==> config.mk <==
export PLATFORM = sky130hd
export DESIGN_NAME = pattern_sequencer_flat
export DESIGN_NICKNAME = d
export VERILOG_FILES = /design/src/rtl/juggle_pkg.sv /design/src/rtl/pattern_sequencer_if.sv /design/src/rtl/landing_table.sv /design/src/rtl/pattern_sequencer.sv /design/src/flat_wrapper.sv
export SDC_FILE = /design/constraint.sdc
export NUM_CORES = 1
export LEC_CHECK = 0
export ABC_AREA = 1
export ABC_CLOCK_PERIOD_IN_PS = 7980
export CAP_MARGIN = 20
export CORE_MARGIN = 2
export CORE_UTILIZATION = 35
export CTS_BUF_LIST = sky130_fd_sc_hd__clkbuf_8
export DETAILED_ROUTE_END_ITERATION = 6
export GPL_TIMING_DRIVEN = 0
export REMOVE_ABC_BUFFERS = 1
export SLEW_MARGIN = 30
export SYNTH_ARGS = -nofsm -noshare
export SYNTH_HDL_FRONTEND = slang
export SYNTH_HIERARCHICAL = 1
export SYNTH_SLANG_ARGS = --single-unit
==> constraint.sdc <==
create_clock -name clk_in -period 7.98 [get_ports clk_in]
set_clock_uncertainty 0.1 [all_clocks]
set_input_delay 1.995 -clock clk_in [delete_from_list [all_inputs] [get_ports clk_in]]
set_output_delay 1.995 -clock clk_in [all_outputs]
set_load 0.1 [all_outputs]
==> src/rtl/juggle_pkg.sv <==
// Shared constants and types for the siteswap pattern sequencer and its landing table.
package juggle_pkg;
    localparam int MAX_HEIGHT  = 7;
    localparam int MAX_BALLS   = 7;
    localparam int THROW_W     = 3;
    localparam int PATTERN_LEN = 7;

    typedef struct packed {
        logic         occ;
        logic [2:0]   ball_id;
    } slot_t;

    typedef enum logic [1:0] {
        IDLE  = 2'd0,
        RUN   = 2'd1,
        FAULT = 2'd2
    } seq_state_t;
endpackage

==> src/rtl/pattern_sequencer_if.sv <==
// Signal bundle between pattern entry/display logic and pattern_sequencer.
// landing_mask_out exists only when LANDING_MASK_EN is defined.
interface pattern_sequencer_if;
    import juggle_pkg::*;

    logic [THROW_W-1:0] pattern_in [PATTERN_LEN-1:0];
    logic [2:0]         pattern_length;
    logic               pattern_valid_in;
    logic               start_in;
    logic               stop_in;
    logic               beat_in;

    logic               busy_out;
    logic               fault_out;
    logic               start_err_out;
    logic               throw_valid_out;
    logic [2:0]         throw_height_out;
    logic [2:0]         throw_ball_out;
    logic               throw_empty_out;
    logic [2:0]         throw_index_out;
    logic [2:0]         num_balls_out;
    seq_state_t         state_dbg;
`ifdef LANDING_MASK_EN
    logic [MAX_HEIGHT-1:0] landing_mask_out;
`endif

    // Single-cycle pulses throughout: start_in, stop_in and beat_in are sampled
    // for one clock; throw_valid_out qualifies the throw_* fields for one clock.
    modport master (
        output pattern_in, pattern_length, pattern_valid_in, start_in, stop_in, beat_in,
        input  busy_out, fault_out, start_err_out, throw_valid_out, throw_height_out,
        input  throw_ball_out, throw_empty_out, throw_index_out, num_balls_out, state_dbg
`ifdef LANDING_MASK_EN
        , input landing_mask_out
`endif
    );

    modport slave (
        input  pattern_in, pattern_length, pattern_valid_in, start_in, stop_in, beat_in,
        output busy_out, fault_out, start_err_out, throw_valid_out, throw_height_out,
        output throw_ball_out, throw_empty_out, throw_index_out, num_balls_out, state_dbg
`ifdef LANDING_MASK_EN
        , output landing_mask_out
`endif
    );
endinterface

==> src/rtl/landing_table.sv <==
// Landing timetable: slot k holds the ball landing k beats from now. Shifts one slot
// per beat, places the thrower at post-shift slot h-1 and flags placement collisions.
module landing_table
    import juggle_pkg::*;
(
    input  logic               clk_in,
    input  logic               rst_in,
    input  logic               clear_in,
    input  logic               shift_en,
    input  logic [THROW_W-1:0] place_h,
    input  logic [2:0]         place_ball,
    output slot_t              slot0,
    output logic               collide
`ifdef LANDING_MASK_EN
    , output logic [MAX_HEIGHT-1:0] occ_mask
`endif
);
    slot_t              slots_q [MAX_HEIGHT];
    slot_t              slots_d [MAX_HEIGHT];
    slot_t              shifted [MAX_HEIGHT];
    logic [THROW_W-1:0] tgt;

    always_comb begin
        for (int k = 0; k < MAX_HEIGHT - 1; k++) begin
            shifted[k] = slots_q[k+1];
        end
        shifted[MAX_HEIGHT-1] = '0;
        tgt     = place_h - 3'd1;
        collide = (place_h != '0) && shifted[tgt].occ;
    end

    always_comb begin
        for (int k = 0; k < MAX_HEIGHT; k++) begin
            slots_d[k] = slots_q[k];
        end
        if (clear_in) begin
            for (int k = 0; k < MAX_HEIGHT; k++) begin
                slots_d[k] = '0;
            end
        end else if (shift_en) begin
            for (int k = 0; k < MAX_HEIGHT; k++) begin
                slots_d[k] = shifted[k];
            end
            if (place_h != '0) begin
                slots_d[tgt] = '{occ: 1'b1, ball_id: place_ball};
            end
        end
    end

    always_ff @(posedge clk_in) begin
        if (rst_in) begin
            for (int k = 0; k < MAX_HEIGHT; k++) begin
                slots_q[k] <= '0;
            end
        end else begin
            for (int k = 0; k < MAX_HEIGHT; k++) begin
                slots_q[k] <= slots_d[k];
            end
        end
    end

    assign slot0 = slots_q[0];

`ifdef LANDING_MASK_EN
    always_comb begin
        for (int k = 0; k < MAX_HEIGHT; k++) begin
            occ_mask[k] = slots_q[k].occ;
        end
    end
`endif
endmodule

==> src/rtl/pattern_sequencer.sv <==
// Plays back a validated siteswap pattern one throw per beat, tracking ball identities.
// Define LANDING_MASK_EN to expose the landing-table occupancy as landing_mask_out.
module pattern_sequencer
    import juggle_pkg::*;
(
    input  logic              clk_in,
    input  logic              rst_in,
    pattern_sequencer_if.slave bus
);
    seq_state_t         state_q, state_d;
    logic [THROW_W-1:0] pat_q [PATTERN_LEN-1:0];
    logic [THROW_W-1:0] pat_d [PATTERN_LEN-1:0];
    logic [2:0]         len_q, len_d;
    logic [2:0]         idx_q, idx_d;
    logic [2:0]         next_ball_q, next_ball_d;
    logic               valid_q, valid_d;
    logic [2:0]         height_q, height_d;
    logic [2:0]         ball_q, ball_d;
    logic               empty_q, empty_d;
    logic [2:0]         tidx_q, tidx_d;
    logic               err_q, err_d;

    logic               start_ok, start_bad, beat_go, beat_fault, beat_ok;
    logic               land, need_new, dropped, exhausted, collide;
    logic [THROW_W-1:0] h;
    logic [2:0]         thrower;
    slot_t              slot0;

    always_comb begin
        h          = pat_q[idx_q];
        land       = slot0.occ;
        need_new   = !land && (h != '0);
        dropped    = land && (h == '0);
        exhausted  = need_new && (next_ball_q == 3'(MAX_BALLS));
        thrower    = land ? slot0.ball_id : next_ball_q;
        start_ok   = (state_q == IDLE) && bus.start_in && !bus.stop_in &&
                     bus.pattern_valid_in && (bus.pattern_length != '0);
        start_bad  = (state_q == IDLE) && bus.start_in && !bus.stop_in && !start_ok;
        // stop_in wins over a simultaneous beat, so the beat is simply dropped.
        beat_go    = (state_q == RUN) && bus.beat_in && !bus.stop_in;
        beat_fault = beat_go && (collide || dropped || exhausted);
        beat_ok    = beat_go && !beat_fault;
    end

    landing_table u_table (
        .clk_in     (clk_in),
        .rst_in     (rst_in),
        .clear_in   (bus.stop_in || start_ok),
        .shift_en   (beat_ok),
        .place_h    (h),
        .place_ball (thrower),
        .slot0      (slot0),
        .collide    (collide)
`ifdef LANDING_MASK_EN
        , .occ_mask (bus.landing_mask_out)
`endif
    );

    always_ff @(posedge clk_in) begin
        if (rst_in) state_q <= IDLE;
        else        state_q <= state_d;
    end

    always_comb begin
        state_d = state_q;
        if (bus.stop_in)     state_d = IDLE;
        else if (start_ok)   state_d = RUN;
        else if (beat_fault) state_d = FAULT;
    end

    always_comb begin
        pat_d       = pat_q;
        len_d       = len_q;
        idx_d       = idx_q;
        next_ball_d = next_ball_q;
        valid_d     = 1'b0;
        height_d    = height_q;
        ball_d      = ball_q;
        empty_d     = empty_q;
        tidx_d      = tidx_q;
        err_d       = start_bad;
        if (bus.stop_in) begin
            idx_d       = '0;
            next_ball_d = '0;
            height_d    = '0;
            ball_d      = '0;
            empty_d     = 1'b0;
            tidx_d      = '0;
        end else if (start_ok) begin
            pat_d       = bus.pattern_in;
            len_d       = bus.pattern_length;
            idx_d       = '0;
            next_ball_d = '0;
        end else if (beat_ok) begin
            valid_d     = 1'b1;
            height_d    = h;
            ball_d      = (h == '0) ? 3'd0 : thrower;
            empty_d     = (h == '0);
            tidx_d      = idx_q;
            idx_d       = (idx_q == len_q - 3'd1) ? 3'd0 : idx_q + 3'd1;
            if (need_new) next_ball_d = next_ball_q + 3'd1;
        end
    end

    always_ff @(posedge clk_in) begin
        if (rst_in) begin
            for (int j = 0; j < PATTERN_LEN; j++) pat_q[j] <= '0;
            len_q       <= '0;
            idx_q       <= '0;
            next_ball_q <= '0;
            valid_q     <= 1'b0;
            height_q    <= '0;
            ball_q      <= '0;
            empty_q     <= 1'b0;
            tidx_q      <= '0;
            err_q       <= 1'b0;
        end else begin
            pat_q       <= pat_d;
            len_q       <= len_d;
            idx_q       <= idx_d;
            next_ball_q <= next_ball_d;
            valid_q     <= valid_d;
            height_q    <= height_d;
            ball_q      <= ball_d;
            empty_q     <= empty_d;
            tidx_q      <= tidx_d;
            err_q       <= err_d;
        end
    end

    assign bus.busy_out         = (state_q == RUN);
    assign bus.fault_out        = (state_q == FAULT);
    assign bus.start_err_out    = err_q;
    assign bus.throw_valid_out  = valid_q;
    assign bus.throw_height_out = height_q;
    assign bus.throw_ball_out   = ball_q;
    assign bus.throw_empty_out  = empty_q;
    assign bus.throw_index_out  = tidx_q;
    assign bus.num_balls_out    = next_ball_q;
    assign bus.state_dbg        = state_q;
endmodule

==> src/flat_wrapper.sv <==
// flat-port wrapper written by rule: the top's interface ports become plain ports
module pattern_sequencer_flat import juggle_pkg::*;
  (clk_in, rst_in, bus_pattern_in, bus_pattern_length, bus_pattern_valid_in, bus_start_in, bus_stop_in, bus_beat_in, bus_busy_out, bus_fault_out, bus_start_err_out, bus_throw_valid_out, bus_throw_height_out, bus_throw_ball_out, bus_throw_empty_out, bus_throw_index_out, bus_num_balls_out, bus_state_dbg);
  pattern_sequencer_if bus_i ();
  input  logic clk_in;
  input  logic rst_in;
  input wire logic [$bits(bus_i.pattern_in)-1:0] bus_pattern_in;
  input wire logic [$bits(bus_i.pattern_length)-1:0] bus_pattern_length;
  input wire logic [$bits(bus_i.pattern_valid_in)-1:0] bus_pattern_valid_in;
  input wire logic [$bits(bus_i.start_in)-1:0] bus_start_in;
  input wire logic [$bits(bus_i.stop_in)-1:0] bus_stop_in;
  input wire logic [$bits(bus_i.beat_in)-1:0] bus_beat_in;
  output wire logic [$bits(bus_i.busy_out)-1:0] bus_busy_out;
  output wire logic [$bits(bus_i.fault_out)-1:0] bus_fault_out;
  output wire logic [$bits(bus_i.start_err_out)-1:0] bus_start_err_out;
  output wire logic [$bits(bus_i.throw_valid_out)-1:0] bus_throw_valid_out;
  output wire logic [$bits(bus_i.throw_height_out)-1:0] bus_throw_height_out;
  output wire logic [$bits(bus_i.throw_ball_out)-1:0] bus_throw_ball_out;
  output wire logic [$bits(bus_i.throw_empty_out)-1:0] bus_throw_empty_out;
  output wire logic [$bits(bus_i.throw_index_out)-1:0] bus_throw_index_out;
  output wire logic [$bits(bus_i.num_balls_out)-1:0] bus_num_balls_out;
  output wire logic [$bits(bus_i.state_dbg)-1:0] bus_state_dbg;
  assign bus_i.pattern_in = {>>{bus_pattern_in}};
  assign bus_i.pattern_length = bus_pattern_length;
  assign bus_i.pattern_valid_in = bus_pattern_valid_in;
  assign bus_i.start_in = bus_start_in;
  assign bus_i.stop_in = bus_stop_in;
  assign bus_i.beat_in = bus_beat_in;
  assign bus_busy_out = bus_i.busy_out;
  assign bus_fault_out = bus_i.fault_out;
  assign bus_start_err_out = bus_i.start_err_out;
  assign bus_throw_valid_out = bus_i.throw_valid_out;
  assign bus_throw_height_out = bus_i.throw_height_out;
  assign bus_throw_ball_out = bus_i.throw_ball_out;
  assign bus_throw_empty_out = bus_i.throw_empty_out;
  assign bus_throw_index_out = bus_i.throw_index_out;
  assign bus_num_balls_out = bus_i.num_balls_out;
  assign bus_state_dbg = bus_i.state_dbg;
  pattern_sequencer u_core (.clk_in(clk_in), .rst_in(rst_in), .bus(bus_i));
endmodule
After elaboration in Yosys (flattened, before gate mapping)
Memory sizes are Yosys's and may differ from the RTL's.
Cells that the tools add are included.
{ "totals": {"reg_bits": 44, "ramBits": 28, "inputBits": 30, "output_inout_bits": 19, "wordCells": 98, "memories": 1} }
{ "classes": {"add_sub_neg": 4, "n_lt_le_gt_ge": 3, "n_eq_ne": 4, "muxes": 27, "bitwise": 10, "reduce_logical": 31} }
{ "memory_table": {"columns": ["memory", "depth", "width", "rd", "rd_clocked_by_memory_dff", "write_ports", "line_no", "rtl"], "rows": [
  ["u_core.u_table.slots_q", 7, 4, 7, 0, 7, "landing_table.sv:18", "slot_t slots_q [MAX_HEIGHT];"]
]} }
{ "ops": {"columns": ["operator", "count"], "rows": [
  ["$mux 28", 3],
  ["$mux 4", 10],
  ["$bwmux 28", 1],
  ["$logic_and 1x1->1", 14],
  ["$bmux 4 s3", 1],
  ["$demux 4 s3", 1],
  ["$mux 3", 4],
  ["$bmux 3 s3", 1],
  ["$or 1x1->1", 7],
  ["$add 3x1->3 const B", 2],
  ["$mux 1", 6],
  ["$reduce_and 2->1", 3],
  ["$reduce_bool 3->1", 2],
  ["$sub 3x1->3 const B", 2],
  ["$ge 4x4->1 const B", 1],
  ["$logic_not 1->1", 4],
  ["$lt 3x4->1 const B", 1],
  ["$lt 4x1->1 const B", 1],
  ["$not 3->4", 1],
  ["$eq 3x3->1", 1],
  ["$eq 3x3->1 const B", 1],
  ["$logic_not 3->1", 1],
  ["$logic_or 1x1->1", 3],
  ["$reduce_or 3->1", 1],
  ["6 further kinds", 7]
]} }

Logic depth before layout (Yosys ltp)
{ "logic_depth": {"depth_word": 16, "ltp_mapped": 24, "depth_no_buf": 20} }

By module
The synthesis kept the hierarchy.
{ "by_module_without_submodules": {"columns": ["mod", "instances", "cells_each", "area_per_inst_um2", "seq_area_each_um2"], "rows": [
  ["pattern_sequencer", 1, 301, 2103.3, 880.8],
  ["landing_table", 1, 234, 1581.5, 560.5]
]} }

Least setup slack after synthesis
OpenSTA, ideal clock, no wires.
{ "synth_path": {"path_kind": "register -> output", "from": "reg u_core.state_q[0] (netlist: u_core/bus.state_dbg[0])", "to": "out bus_busy_out", "arrival_ns": 2.412, "t_required_ns": 5.885, "path_slack_ns": 3.473, "path_stages_with_launch": 3, "n_path_buf": 0, "cell_sequence": "dfxtp_1 inv_1 nor2_1"} }
{ "synth_between": {"elab_chain_len": 1} }
{ "synth_rtl": {"columns": ["element", "line_no", "rtl"], "rows": [
  ["start: declaration", "pattern_sequencer.sv:10", "seq_state_t state_q, state_d;"],
  ["start signal: assignment", "pattern_sequencer.sv:61", "else state_q <= state_d;"],
  ["$eq 2x1->1", "pattern_sequencer.sv:131", "assign bus.busy_out = (state_q == RUN);"],
  ["end: declaration", "flat_wrapper.sv:13", "output wire logic [$bits(bus_i.busy_out)-1:0] bus_busy_out;"]
]} }
No other way between the ends.

==> flow_summary.json <==
{
  "status": "finished clean",
  "r2r_slack_ps": 2440,
  "via_per_inst": 4.74,
  "min_path_type": "reg2reg",
  "tightestPinTransition_ps": 983,
  "cap_violations": 0,
  "cts_tree": "yes",
  "yosysTopAreaCell": "dfxtp_1",
  "finalHoldViolations": 0,
  "power.leakage_nw": 1.80,
  "synth_top_area_share_pct": 39.1,
  "dr.pass1.iters": 4,
  "multi_input_comb_area_um2": 1790,
  "async_reset_ff_share_pct": 0,
  "root_buffer": "clkbuf_8",
  "post-dp-hpwl_mm": 5.90,
  "crit_type": "reg2reg",
  "holdPathEnd": "u_core/pat_q[17]$_SDFFE_PP0P_",
  "die_h_um": 107,
  "avgSynthCellArea_um2": 6.89,
  "area_delta_synth_final_pct": 18.1,
  "ant_nets": 0,
  "worstRegToRegCells": 20,
  "drtIter0Drc": 208,
  "final_cells": 712,
  "dp_cells": 696,
  "grt_antenna_before_repair": 0,
  "setup_viol": 0,
  "num_vias": 3376,
  "grt_max_degree": 55,
  "yosysMostFrequentCell": "nand2_1",
  "cp-start-kind": "flip-flop",
  "min_path_cells": 2,
  "nNetsFinal": 607,
  "netlist-cell-type-count": 30,
  "htree_levels": 3,
  "grt_pass1_vias": 3028,
  "synth_edf_count": 0,
  "synth_area_um2": 3680,
  "crit_path_top_delay_cell": "inv_2",
  "n_fill_cell": 1085,
  "routed_wl_mm": 8.42,
  "cts_buffers": 9,
  "path_clk_slew_ps": 80,
  "worstPathArrival_ps": 5700,
  "post_cts_resized": 0,
  "period_share_pct": 69.4,
  "place.gp.congestion": 0.779,
  "start_util_pct": 35.9,
  "crit_top_cell": "nand2_1",
  "cpPeakStageDelay_ps": 800,
  "die_area_um2": 11400,
  "max_freq_ghz": 0.181,
  "post-cts-setup-buffers": 0,
  "rows": 37,
  "seq_area_um2": 1440,
  "grt_pass1_wl_mm": 14.3,
  "final.setup.tns_ps": 0,
  "ys_seq_area_share_pct": 39.1,
  "clock_latency_ps": 350,
  "clock_path_buffers": 2,
  "crit-reg2reg-launch": "u_core/idx_q[0]$_SDFFE_PP0P_",
  "die_width_um": 107,
  "synth_area_leaders": "dfxtp_1 (39%), nand2_1 (11%), nor2_1 (7.9%)",
  "r2r-end": "u_core/u_table/slots_q[6][0]$_SDFFE_PP0P_",
  "cp_max_fo": 54,
  "wl_per_cell_um": 11.8,
  "numPortBuffers": 48,
  "ys_ff_latch": 72,
  "clkSinkCount": 72,
  "layout_min_cycle_time_ps": 5540,
  "min_from": "u_core/pat_q[17]$_SDFFE_PP0P_",
  "slew_violations": 0,
  "path_cells": "inv_2 -> nand2_1 -> nand3_1 -> nand3_1 -> nand2_2 -> inv_1 -> inv_2 -> ha_1 -> nand2_1 -> o211ai_1 -> nand2_1 -> nand2_1 -> a21oi_1 -> nor2_2 -> nand3_2 -> inv_2 -> inv_1 -> nor3_4 -> nand2_1 -> a21oi_1",
  "antenna_cells": 0,
  "yosys_warnings": 6,
  "layout-drive-gt1-share_pct": 7.99,
  "core-area_um2": 10300,
  "slew_headroom_pct": 34.2,
  "drcViolationCount": 0,
  "grt_overflow": 0,
  "pwr_density_cell_nw_per_um2": 165,
  "holdBufCountCts": 0,
  "vdd_drop_max_mv": 0.0617,
  "synthCells": 535,
  "cp.required_ps": 8140,
  "io_pins": 49,
  "rsz0062_at_grt": "no",
  "synth_common_cells": "nand2_1 (112), nor2_1 (78), dfxtp_1 (72)",
  "track_usage_pct": 15.3,
  "yosys_most_used_dff": "dfxtp_1",
  "cp-end-kind": "flip-flop"
}
cells in the final DEF, fill, tap and decap left out, types with 3 or more instances in the layout:
cell | synthesis | final
clkbuf_8 | 0 | 10
ha_1 | 6 | 6
nand3_2 | 5 | 6
a21oi_1 | 37 | 37
xor2_1 | 3 | 3
clkdlybuf4s50_1 | 0 | 48
o21ai_1 | 0 | 3
inv_1 | 71 | 71
a21oi_2 | 3 | 3
a31oi_1 | 3 | 3
nand3_1 | 42 | 41
nor2_1 | 78 | 78
nand4_1 | 19 | 19
o21ai_0 | 35 | 32
nand2_2 | 8 | 8
dfxtp_1 | 72 | 72
inv_2 | 4 | 4
nand2_1 | 112 | 112
cell type report:
cell class / count / area share, %
clock buffer: 10 / 3.16
clock inverter: 6 / 1.01
inverter: 77 / 6.64
multi-input combinational: 363 / 41.1
sequential: 72 / 33.1
tap: 136 / 3.91
timing repair buffer: 48 / 11.0
worst max-delay path, delay by kind of cell (launching register included):
kind,cells,cell delay (ps)
AOI/OAI and AO/OA,3,380
adders and majority gates,1,790
buffers and inverters,5,1780
DFF,1,700
and+or+nand+nor,11,1670
worst max path at each step:
stage / from / to / cells after the start
5_1_grt: u_core/idx_q[0]$_SDFFE_PP0P_ / u_core/u_table/slots_q[6][0]$_SDFFE_PP0P_ / 20
4_1_cts: u_core/idx_q[0]$_SDFFE_PP0P_ / u_core/u_table/slots_q[6][1]$_SDFFE_PP0P_ / 20
3_3_place_gp: u_core/idx_q[0]$_SDFFE_PP0P_ / u_core/u_table/slots_q[6][2]$_SDFFE_PP0P_ / 20
3_5_place_dp: u_core/idx_q[0]$_SDFFE_PP0P_ / u_core/u_table/slots_q[6][0]$_SDFFE_PP0P_ / 20
6_report: u_core/idx_q[0]$_SDFFE_PP0P_ / u_core/u_table/slots_q[6][0]$_SDFFE_PP0P_ / 20
2_1_floorplan: u_core/bus.state_dbg[0]$_SDFFE_PP0P_ / u_core/u_table/slots_q[6][0]$_SDFFE_PP0P_ / 10
flip-flops by register name (all words and copies together) (netlist names), 2 cells and up:
register,count
u_core/u_table/slots_q,28
u_core/pat_q,21
u_core/bus.num_balls_out,3
u_core/bus.throw_ball_out,3
u_core/bus.throw_height_out,3
u_core/bus.throw_index_out,3
u_core/idx_q,3
u_core/len_q,3
u_core/bus.state_dbg,2
through the flow:
stage	utilization, %	worst slack [ps]	power [mW]	hold WS, ps	cell area [um2]
2_1_floorplan	-	3460	0.430	331	3510
3_3_place_gp	40.5	2600	0.457	340	4170
3_5_place_dp	40.6	2510	0.459	351	4170
4_1_cts	42.3	2480	0.726	363	4350
5_1_grt	42.3	1860	0.753	375	4350
6_report	42.3	2440	0.718	358	4350
report_power, final:
group / internal [mW] / total, mW / switching [mW]
Combinational: 0.0293 / 0.0823 / 0.0530
Clock: 0.122 / 0.268 / 0.145
Sequential: 0.366 / 0.368 / 0.00251
per-layer routing:
| layer | track usage [%] | part of all wire, % | up-vias |
|---|---|---|---|
| li1 | - | - | 1772 |
| met1 | 21.8 | 53 | 1537 |
| met2 | 23.0 | 42 | 58 |
| met3 | 2.74 | 3.4 | 9 |
| met4 | 5.84 | 1.5 | 0 |
| met5 | 0 | 0 | - |
kinds of logic (layout without fill, tap and decap cells):
logic type / after synthesis / count (layout) / synth area share (%)
flip-flops: 72 / 72 / 39.1
AO/OA/AOI/OAI: 80 / 80 / 11.4
AND/OR/NAND/NOR: 273 / 273 / 34.0
adder cells (fa/ha/maj): 6 / 6 / 2.04
XOR/XNOR: 4 / 4 / 0.951
buffers and inverters: 100 / 141 / 12.5
No activity file was read; power rests on OpenSTA's default activity.
